$ cat config.mk
export PLATFORM = sky130hd
export DESIGN_NAME = layer_compositor
export DESIGN_NICKNAME = d
export VERILOG_FILES = /design/src/rtl/layer_pkg.sv /design/src/rtl/layer_priority_mux.sv /design/src/rtl/layer_compositor.sv
export SDC_FILE = /design/constraint.sdc
export NUM_CORES = 2
export LEC_CHECK = 0
export BUFFER_PORTS_ARGS = -buffer_cell sky130_fd_sc_hd__buf_2
export CORE_MARGIN = 2
export CORE_UTILIZATION = 55
export DETAILED_ROUTE_END_ITERATION = 8
export GPL_TIMING_DRIVEN = 0
export PLACE_DENSITY = 0.74
export REMOVE_ABC_BUFFERS = 1
export SYNTH_ARGS = -nofsm -noshare
export SYNTH_HDL_FRONTEND = slang
export SYNTH_HIERARCHICAL = 1
export SYNTH_SLANG_ARGS = --single-unit
$ cat constraint.sdc
create_clock -name sys_clk -period 10.4 [get_ports sys_clk]
set_clock_uncertainty 0.2 [all_clocks]
set_input_delay 1.04 -clock sys_clk [delete_from_list [all_inputs] [get_ports sys_clk]]
set_output_delay 1.04 -clock sys_clk [all_outputs]
set_load 0.05 [all_outputs]
$ cat src/rtl/layer_pkg.sv
// Shared types and constants for the layer compositor: colour key, attribute record
// and the pixel pipeline depth.
package layer_pkg;

    localparam int          LAYER_PHY_W  = 16;
    localparam int          LAYER_SCR_W  = 10;
    localparam logic [11:0] COLOR_KEY    = 12'hF0F;
    localparam int          PIPE_LATENCY = 3;

    typedef struct packed {
        logic                   en;
        logic [LAYER_PHY_W-1:0] x;
        logic [LAYER_PHY_W-1:0] y;
        logic [LAYER_SCR_W-1:0] w;
        logic [LAYER_SCR_W-1:0] h;
    } layer_attr_t;

endpackage

$ cat src/rtl/layer_priority_mux.sv
// Picks the lowest-index visible layer's pixel, else the background pixel.
// With LAYER_COLORKEY_EN defined, a layer pixel equal to COLOR_KEY is treated as transparent.
module layer_priority_mux
    import layer_pkg::*;
#(
    parameter int LAYER_NUM   = 8,
    parameter int PIXEL_WIDTH = 12
) (
    input  logic [LAYER_NUM-1:0]             layer_on_i,
    input  logic [LAYER_NUM*PIXEL_WIDTH-1:0] layer_rgb_i,
    input  logic [PIXEL_WIDTH-1:0]           bg_rgb_i,
    output logic [PIXEL_WIDTH-1:0]           pix_o
);

    logic [LAYER_NUM-1:0] key_hit;

`ifdef LAYER_COLORKEY_EN
    always_comb begin
        key_hit = '0;
        for (int i = 0; i < LAYER_NUM; i++) begin
            key_hit[i] = (layer_rgb_i[i*PIXEL_WIDTH +: PIXEL_WIDTH] == PIXEL_WIDTH'(COLOR_KEY));
        end
    end
`else
    assign key_hit = '0;
`endif

    // Walk from lowest priority upward so the lowest index overwrites last.
    always_comb begin
        pix_o = bg_rgb_i;
        for (int i = LAYER_NUM - 1; i >= 0; i--) begin
            if (layer_on_i[i] && !key_hit[i]) begin
                pix_o = layer_rgb_i[i*PIXEL_WIDTH +: PIXEL_WIDTH];
            end
        end
    end

endmodule

$ cat src/rtl/layer_compositor.sv
// Rectangular-layer compositor: double-banked layer attributes swapped at frame start,
// three-stage lookup / priority / output pipeline. Optional colour key: LAYER_COLORKEY_EN.
module layer_compositor
    import layer_pkg::*;
#(
    parameter int LAYER_NUM    = 8,
    parameter int PIXEL_WIDTH  = 12,
    parameter int SCREEN_WIDTH = 10,
    parameter int PHY_WIDTH    = 16,
    parameter int CAMERA_WIDTH = 6,
    parameter int BLOCK_WIDTH  = 480
) (
    input  logic                              sys_clk,
    input  logic                              sys_rst,
    input  logic                              video_on,
    input  logic [SCREEN_WIDTH-1:0]           x,
    input  logic [SCREEN_WIDTH-1:0]           y,
    input  logic                              frame_start,
    input  logic [CAMERA_WIDTH-1:0]           camera_y,
    input  logic                              cfg_valid,
    input  logic [$clog2(LAYER_NUM)-1:0]      cfg_layer,
    input  logic [PHY_WIDTH-1:0]              cfg_x,
    input  logic [PHY_WIDTH-1:0]              cfg_y,
    input  logic [SCREEN_WIDTH-1:0]           cfg_w,
    input  logic [SCREEN_WIDTH-1:0]           cfg_h,
    input  logic                              cfg_en,
    output logic                              cfg_ready,
    input  logic                              cfg_commit,
    output logic [LAYER_NUM-1:0]              layer_on,
    output logic [LAYER_NUM*SCREEN_WIDTH-1:0] layer_x_rom,
    output logic [LAYER_NUM*SCREEN_WIDTH-1:0] layer_y_rom,
    input  logic [LAYER_NUM*PIXEL_WIDTH-1:0]  layer_rgb,
    input  logic [PIXEL_WIDTH-1:0]            bg_rgb,
    output logic [PIXEL_WIDTH-1:0]            rgb,
    output logic                              video_on_d,
    output logic                              commit_busy
);

    localparam int CW = PHY_WIDTH + 1;

    layer_attr_t                     pend_q [LAYER_NUM];
    layer_attr_t                     act_q  [LAYER_NUM];
    layer_attr_t                     cfg_attr;
    logic                            busy_q, busy_d;
    logic [CAMERA_WIDTH-1:0]         cam_q;
    logic                            swap, wr_en;

    logic [CW-1:0]                   cam_off, xp, yp;
    logic [LAYER_NUM-1:0]            on_d, on_q;
    logic [LAYER_NUM*SCREEN_WIDTH-1:0] xr_d, xr_q, yr_d, yr_q;
    logic [PIPE_LATENCY-1:0]         vld_q;
    logic [PIXEL_WIDTH-1:0]          pix_d, pix_q, rgb_q;

    // A write on the swap cycle would race the bank copy, so it is held off one cycle.
    assign swap      = frame_start && busy_q;
    assign cfg_ready = !swap;
    assign wr_en     = cfg_valid && cfg_ready;

    assign cfg_attr = '{en: cfg_en,
                        x:  LAYER_PHY_W'(cfg_x),
                        y:  LAYER_PHY_W'(cfg_y),
                        w:  LAYER_SCR_W'(cfg_w),
                        h:  LAYER_SCR_W'(cfg_h)};

    always_comb begin
        busy_d = busy_q;
        if (swap) begin
            busy_d = 1'b0;
        end
        if (cfg_commit) begin
            busy_d = 1'b1;
        end
    end

    always_ff @(posedge sys_clk) begin
        if (sys_rst) begin
            for (int i = 0; i < LAYER_NUM; i++) begin
                pend_q[i] <= '0;
                act_q[i]  <= '0;
            end
            busy_q <= 1'b0;
            cam_q  <= '0;
        end else begin
            if (wr_en) begin
                pend_q[cfg_layer] <= cfg_attr;
            end
            if (swap) begin
                act_q <= pend_q;
                cam_q <= camera_y;
            end
            busy_q <= busy_d;
        end
    end

    assign cam_off = CW'(cam_q) * CW'(BLOCK_WIDTH);
    assign xp      = CW'(x);
    assign yp      = CW'(y) + cam_off;

    // One bit wider than the attribute fields so ax+w and ay+h cannot wrap.
    always_comb begin
        on_d = '0;
        xr_d = '0;
        yr_d = '0;
        for (int i = 0; i < LAYER_NUM; i++) begin
            if (act_q[i].en &&
                (xp >= CW'(act_q[i].x)) && (xp < CW'(act_q[i].x) + CW'(act_q[i].w)) &&
                (yp >= CW'(act_q[i].y)) && (yp < CW'(act_q[i].y) + CW'(act_q[i].h))) begin
                on_d[i] = 1'b1;
                xr_d[i*SCREEN_WIDTH +: SCREEN_WIDTH] = SCREEN_WIDTH'(xp - CW'(act_q[i].x));
                yr_d[i*SCREEN_WIDTH +: SCREEN_WIDTH] = SCREEN_WIDTH'(yp - CW'(act_q[i].y));
            end
        end
    end

    layer_priority_mux #(
        .LAYER_NUM   (LAYER_NUM),
        .PIXEL_WIDTH (PIXEL_WIDTH)
    ) u_prio (
        .layer_on_i  (on_q),
        .layer_rgb_i (layer_rgb),
        .bg_rgb_i    (bg_rgb),
        .pix_o       (pix_d)
    );

    always_ff @(posedge sys_clk) begin
        if (sys_rst) begin
            on_q  <= '0;
            xr_q  <= '0;
            yr_q  <= '0;
            vld_q <= '0;
            pix_q <= '0;
            rgb_q <= '0;
        end else begin
            on_q  <= on_d;
            xr_q  <= xr_d;
            yr_q  <= yr_d;
            vld_q <= {vld_q[PIPE_LATENCY-2:0], video_on};
            pix_q <= pix_d;
            rgb_q <= vld_q[PIPE_LATENCY-2] ? pix_q : '0;
        end
    end

    assign layer_on    = on_q;
    assign layer_x_rom = xr_q;
    assign layer_y_rom = yr_q;
    assign rgb         = rgb_q;
    assign video_on_d  = vld_q[PIPE_LATENCY-1];
    assign commit_busy = busy_q;

endmodule

[Word-level counts from Yosys, hierarchy flattened]
Index checks and enable logic that the tools add are counted.
W data, S select, Z words.
Storage, ports and cells
  flip-flop bits (word level): 1050
  output and inout port bits: 183
  logic and storage cells: 247
  bits of input ports: 196
Cells by class
  bitwise gates (word level): 10
  order comparisons: 34
  add/sub/neg operators: 33
  reduce and logical (&&, ||, !) cells: 46
  mux-type cells: 21
  multiply operators: 1
Operators with widths (count)
  $bwmux W424: 1
  $add A16 B10 Y17: 16
  $sub A10 B10 Y10: 16
  $demux W53 S3: 1
  $lt A10 B17 Y1: 8
  $lt A16 B17 Y1: 8
  $ge A10 B16 Y1: 8
  $ge A16 B16 Y1: 8
  $mux W12: 8
  $mux W53: 1
  $logic_and A1 B1 Y1: 35
  $reduce_or A2 Y1: 9
  $add A10 B15 Y16: 1
  $mul A6 B4 Y10 const B: 1
  $mux W1: 10
  $not A1 Y1: 9
  $ge A4 B4 Y1 const B: 1
  $lt A4 B1 Y1 const B: 1
  $not A3 Y4: 1
  $reduce_bool A2 Y1: 1
  $logic_not A1 Y1: 1

[Depth between registers and ports, before layout]
  depth after elaboration: 8
  depth in mapped cells: 20

[Cells and area by module]
The synthesis kept the hierarchy.
Modules (own cells, without submodules)
  layer_compositor: instances 1, cells each 7018, area each 55670.9 sq um
  layer_priority_mux: instances 1, cells each 142, area each 839.6 sq um

[Least setup slack after synthesis]
Ideal clock, no wire load.
  kind: register to register
  start: register cam_q[1]
  end: register xr_q[12], in the netlist layer_x_rom[12]
  period minus slack after synthesis: 6.189 ns
  path slack: 4.211 ns
  data arrival time: 5.897 ns
  stages on the path, launching flop included: 19
  cells stage by stage: dfxtp_1 fa_1 fa_1 fa_1 xor2_1 ha_1 nor2_1 a2111oi_4 nand2_1 xnor2_1 ha_1 a21oi_1 o21ai_0 or4_1 a31oi_1 a2111oi_0 or3_1 clkbuf_1 nor4_1
Between the ends
  cells in the longest elaborated chain, start to end: 7
  elaborated cells on any way between the ends: 8
  classes of those cells: 1 x add/sub; 1 x mul; 2 x order compare; 1 x bitwise; 3 x reduce/logical
Ends and longest elaborated chain
  start: declaration: line layer_compositor.sv:45  | logic [CAMERA_WIDTH-1:0] cam_q;
  start signal: assignment: line layer_compositor.sv:89  | cam_q <= camera_y;
  $mul A6 B4 Y10 *: line layer_compositor.sv:95  | assign cam_off = CW'(cam_q) * CW'(BLOCK_WIDTH);
  $add A10 B15 Y16 *: line layer_compositor.sv:97  | assign yp = CW'(y) + cam_off;
  $ge A16 B16 Y1: line layer_compositor.sv:107  | (yp >= CW'(act_q[i].y)) && (yp < CW'(act_q[i].y) + CW'(act_q[i].h))) begin
  $logic_and A1 B1 Y1: line layer_compositor.sv:106  | (xp >= CW'(act_q[i].x)) && (xp < CW'(act_q[i].x) + CW'(act_q[i].w)) &&
  $logic_and A1 B1 Y1 *: line layer_compositor.sv:107
  $not A1 Y1 (no line) *
  $reduce_or A2 Y1 (no line) *
  end signal: assignment: line layer_compositor.sv:135  | xr_q <= xr_d;
  end: declaration: line layer_compositor.sv:50  | logic [LAYER_NUM*SCREEN_WIDTH-1:0] xr_d, xr_q, yr_d, yr_q;
Every way passes the cells marked *; elsewhere a longest branch is shown, timed or not.
A chain may end at the register's enable or synchronous reset.

[Final worst setup path]
  start: register cam_q[3]
  end: register yr_q[42], in the netlist layer_y_rom[42]
Between the ends
  cells in the longest elaborated chain, start to end: 7
  elaborated cells on any way between the ends: 8
  classes of those cells: 1 x add/sub; 1 x mul; 2 x order compare; 1 x bitwise; 3 x reduce/logical
Ends and longest elaborated chain
  $mul A6 B4 Y10 *: line layer_compositor.sv:95
  $add A10 B15 Y16 *: line layer_compositor.sv:97
  $ge A16 B16 Y1: line layer_compositor.sv:107
  $logic_and A1 B1 Y1: line layer_compositor.sv:106
  $logic_and A1 B1 Y1 *: line layer_compositor.sv:107
  $not A1 Y1 (no line) *
  $reduce_or A2 Y1 (no line) *
  end signal: assignment: line layer_compositor.sv:136  | yr_q <= yr_d;
  end: declaration: line layer_compositor.sv:50
Marked as above.

==> flow_metrics.env <==
export IMPL_end_kind="register"
export IMPL_detail_route_antenna_nets=0
export IMPL_clk_latency_ns=0.71
export IMPL_maxCapViolCount=0
export IMPL_cpMaxStageDelayCell="sky130_fd_sc_hd__nor4_1"
export IMPL_post_cts_buffers=0
export IMPL_num_rows=117
export IMPL_synth_lib_cells_used_distinct=88
export IMPL_postCtsHoldBufs=0
export IMPL_post_route_cells_drive_above_1_share_pct=9.61
export IMPL_synth_cell_area_mm2=0.0565
export IMPL_achievable_frequency_mhz=137
export IMPL_grt_setup_unrepaired="no"
export IMPL_grt_pass1_wl_mm=268
export IMPL_timing_critical_path_max_delay_family="simple AND/OR/NAND/NOR gates"
export IMPL_die_area_mm2=0.105
export IMPL_count_of_endpoints_failing_setup_in_the_final_report=0
export IMPL_vias=51200
export IMPL_tritoncts="done"
export IMPL_ys_async_sr_fraction_pct=0
export IMPL_register_area_share_after_synthesis_pct=37.2
export IMPL_cts_path_max_buffers=3
export IMPL_cts_sinks=1050
export IMPL_dp_worst_setup_slack_ns=3.19
export IMPL_violation_count_after_the_first_detailed_route_iteration=4253
export IMPL_critical_path_cell_chain="inv_1 -> fa_1 -> fa_1 -> inv_1 -> ha_1 -> a21oi_1 -> xnor2_1 -> o2111ai_1 -> xnor2_2 -> ha_1 -> a21oi_1 -> o21ai_0 -> a21o_1 -> o2111ai_1 -> nand3_1 -> nor4_1"
export IMPL_most_common_flop_cell_mapped_by_yosys="sky130_fd_sc_hd__dfxtp_1"
export IMPL_timing_reg2reg_setup_slack_ns=3.12
export IMPL_syn_mean_instance_area_um2=7.89
export IMPL_critical_path_arrival_ns=7.59
export IMPL_die_w_um=325
export IMPL_synth_enable_flop_cells=0
export IMPL_grt_total_usage_pct=32.3
export IMPL_final_period_minus_worst_setup_slack_ns=7.28
export IMPL_timing_final_crit_share_pct=70.0
export IMPL_die_h_um=325
export IMPL_most_common_cell_after_layout_fill_and_taps_aside="sky130_fd_sc_hd__nand2_1"
export IMPL_critical_path_peak_fanout=21
export IMPL_i_o_pin_cnt=379
export IMPL_synth_seq_cells=1050
export IMPL_number_of_design_rule_violations_left_after_detail_routing=0
export IMPL_timing_final_ws_setup_ns=3.12
export IMPL_post_route_wl_mm=176
export IMPL_synthesis_instances=7160
export IMPL_fin_nets=8132
export IMPL_grt_pass1_vias=47700
export IMPL_io_buffers=378
export IMPL_place_congestion=0.932
export IMPL_timing_worst_setup_path_type="reg2reg"
export IMPL_final_instance_count_excl_fill=8795
export IMPL_finalHoldViolations=0
export IMPL_pwr_density_cell_mw_per_mm2=153
export IMPL_cp_buffers_inverters=2
export IMPL_slew_headroom_pct=12.2
export IMPL_place_area_mm2=0.0600
export IMPL_start_util_pct=55.5
export IMPL_hold_worst_slack_ns=0.224
export IMPL_detailedRoute_firstPassIterationCount=8
export IMPL_postLayoutCellArea_mm2=0.0638
export IMPL_startpoint_type="register"
export IMPL_yosys_warnings=6
export IMPL_cts_root_buffer="sky130_fd_sc_hd__clkbuf_16"
export IMPL_overflow=0
export IMPL_clock_transition_time_at_the_flip_flop_clock_pins_of_the_worst_setup_and_hold_paths_ns=0.06
export IMPL_vdd_drop_max_mv=0.148
export IMPL_postCtsResizedCells=0
export IMPL_crit_required_ns=10.71
export IMPL_place_inst=8589
export IMPL_core_mm2=0.102
export IMPL_synthToLayoutAreaGrowth_pct=12.8
export IMPL_hold_class="reg2reg"
export IMPL_status="complete, no violations"
export IMPL_most_common_layout_cells="sky130_fd_sc_hd__nand2_1 (1838), sky130_fd_sc_hd__a21oi_1 (1168), sky130_fd_sc_hd__dfxtp_1 (1050)"
export IMPL_report_final_slew_viol_count=0
export IMPL_numCtsBuffers=109
export IMPL_detail_route_wl_per_cell_um=20.1
export IMPL_htreeDepth=3
export IMPL_antenna_violations_before_repair=14
export IMPL_power_leakage_nw=24.6
export IMPL_timing_worst_slew_pin_value_ns=1.32
export IMPL_detailedPlacementHpwl_mm=120
export IMPL_avgViaCountPerCell=5.82
export IMPL_grt_start_max_net_pins=156
export IMPL_max_stage_delay_ns=1.06
## area by class of cell
cell class              count  area, um^2
diodes                      5        12.5
clock buffers             158        3180
clock inverters            43         518
fillers                  9081       38100
inverters                 349        1320
multi-input cells        5372       32800
flip-flops and latches   1050       21000
well taps                1368        1710
repair buffers            450        3190
## kinds of logic after synthesis
group,count (synthesis),share of synthesized area (%)
simple gates,2668,20.5
xor+xnor,282,4.44
buf+inv,738,5.14
flops,1050,37.2
compound gates,1785,18.2
fa+ha+maj,613,14.1
mux,24,0.427
## worst paths after layout
check,startpoint,end,cells past startpoint
hold reg to reg,pix_q[3],rgb[3],1
setup / recovery,cam_q[3],layer_y_rom[42],16
setup reg to reg,cam_q[3],layer_y_rom[42],16
hold / removal,pix_q[3],rgb[3],1
## worst register-to-register path, delay by kind of cell (launching register included)
family                   cells  cell delay (ns)
AO/OA/AOI/OAI                6             1.13
AND/OR/NAND/NOR              2             1.93
flip-flops                   1             0.43
adder cells (fa/ha/maj)      4             1.77
XOR/XNOR                     2             1.44
buffers and inverters        2             0.20
## through the flow
stage	TNS, ns	util [%]	total power [mW]
after floorplan	-9615.65	-	5.07
after global placement	-	57.4	5.64
after detailed placement	0	58.9	5.75
after CTS	0	62.6	9.76
after global routing	0	62.6	10.1
final	0	62.6	9.76
## registers in the layout, summed over array words and instances (netlist names)
signal and cells:
layer_y_rom 80, cam_q 6, vld_q 3, pix_q 12, layer_x_rom 80, commit_busy 1
pend_q 424, rgb 12, act_q 424, layer_on 8
## power breakdown
| group | internal (mW) | switching, mW | leakage (nW) |
|---|---|---|---|
| registers | 4.07 | 0.0245 | 8.47 |
| logic | 0.540 | 1.08 | 14.3 |
| clock network | 2.37 | 1.68 | 1.82 |
| total | 6.97 | 2.78 | 24.6 |
## Yosys cell counts (22+ instances only)
cell type	instances	area [um^2]
sky130_fd_sc_hd__nor2_1	172	646
sky130_fd_sc_hd__a31oi_1	23	144
sky130_fd_sc_hd__and3_1	27	169
sky130_fd_sc_hd__xnor2_1	166	1450
sky130_fd_sc_hd__a21o_1	91	683
sky130_fd_sc_hd__a211oi_1	55	413
sky130_fd_sc_hd__buf_1	22	82.6
sky130_fd_sc_hd__nand2b_1	61	382
sky130_fd_sc_hd__o21a_1	23	173
sky130_fd_sc_hd__clkbuf_2	50	250
sky130_fd_sc_hd__o21ai_0	180	901
sky130_fd_sc_hd__and2_1	28	175
sky130_fd_sc_hd__nor2b_1	110	688
sky130_fd_sc_hd__nand4_1	61	382
sky130_fd_sc_hd__dfxtp_1	1050	21000
sky130_fd_sc_hd__nor4_1	85	532
sky130_fd_sc_hd__ha_1	562	7030
sky130_fd_sc_hd__fa_1	42	841
sky130_fd_sc_hd__nand2_1	1840	6910
sky130_fd_sc_hd__mux2i_1	23	230
sky130_fd_sc_hd__or2_2	22	138
sky130_fd_sc_hd__a21oi_1	1168	5850
sky130_fd_sc_hd__inv_1	349	1310
sky130_fd_sc_hd__clkbuf_1	294	1100
sky130_fd_sc_hd__xor2_1	114	998
sky130_fd_sc_hd__nor3_1	116	581
sky130_fd_sc_hd__o21bai_1	35	263
sky130_fd_sc_hd__nand3_1	70	350
## routing by layer
layer	global-route usage (%)	wire (um)	vias up	part of all wire, %
met4	18.8	11800	10	6.7
li1	-	-	24800	-
met1	42.0	73400	24100	42
met2	51.4	78700	1736	45
met3	4.36	12500	485	7.1
met5	0	62	-	0.035
Power figures use the tool's default switching activity.
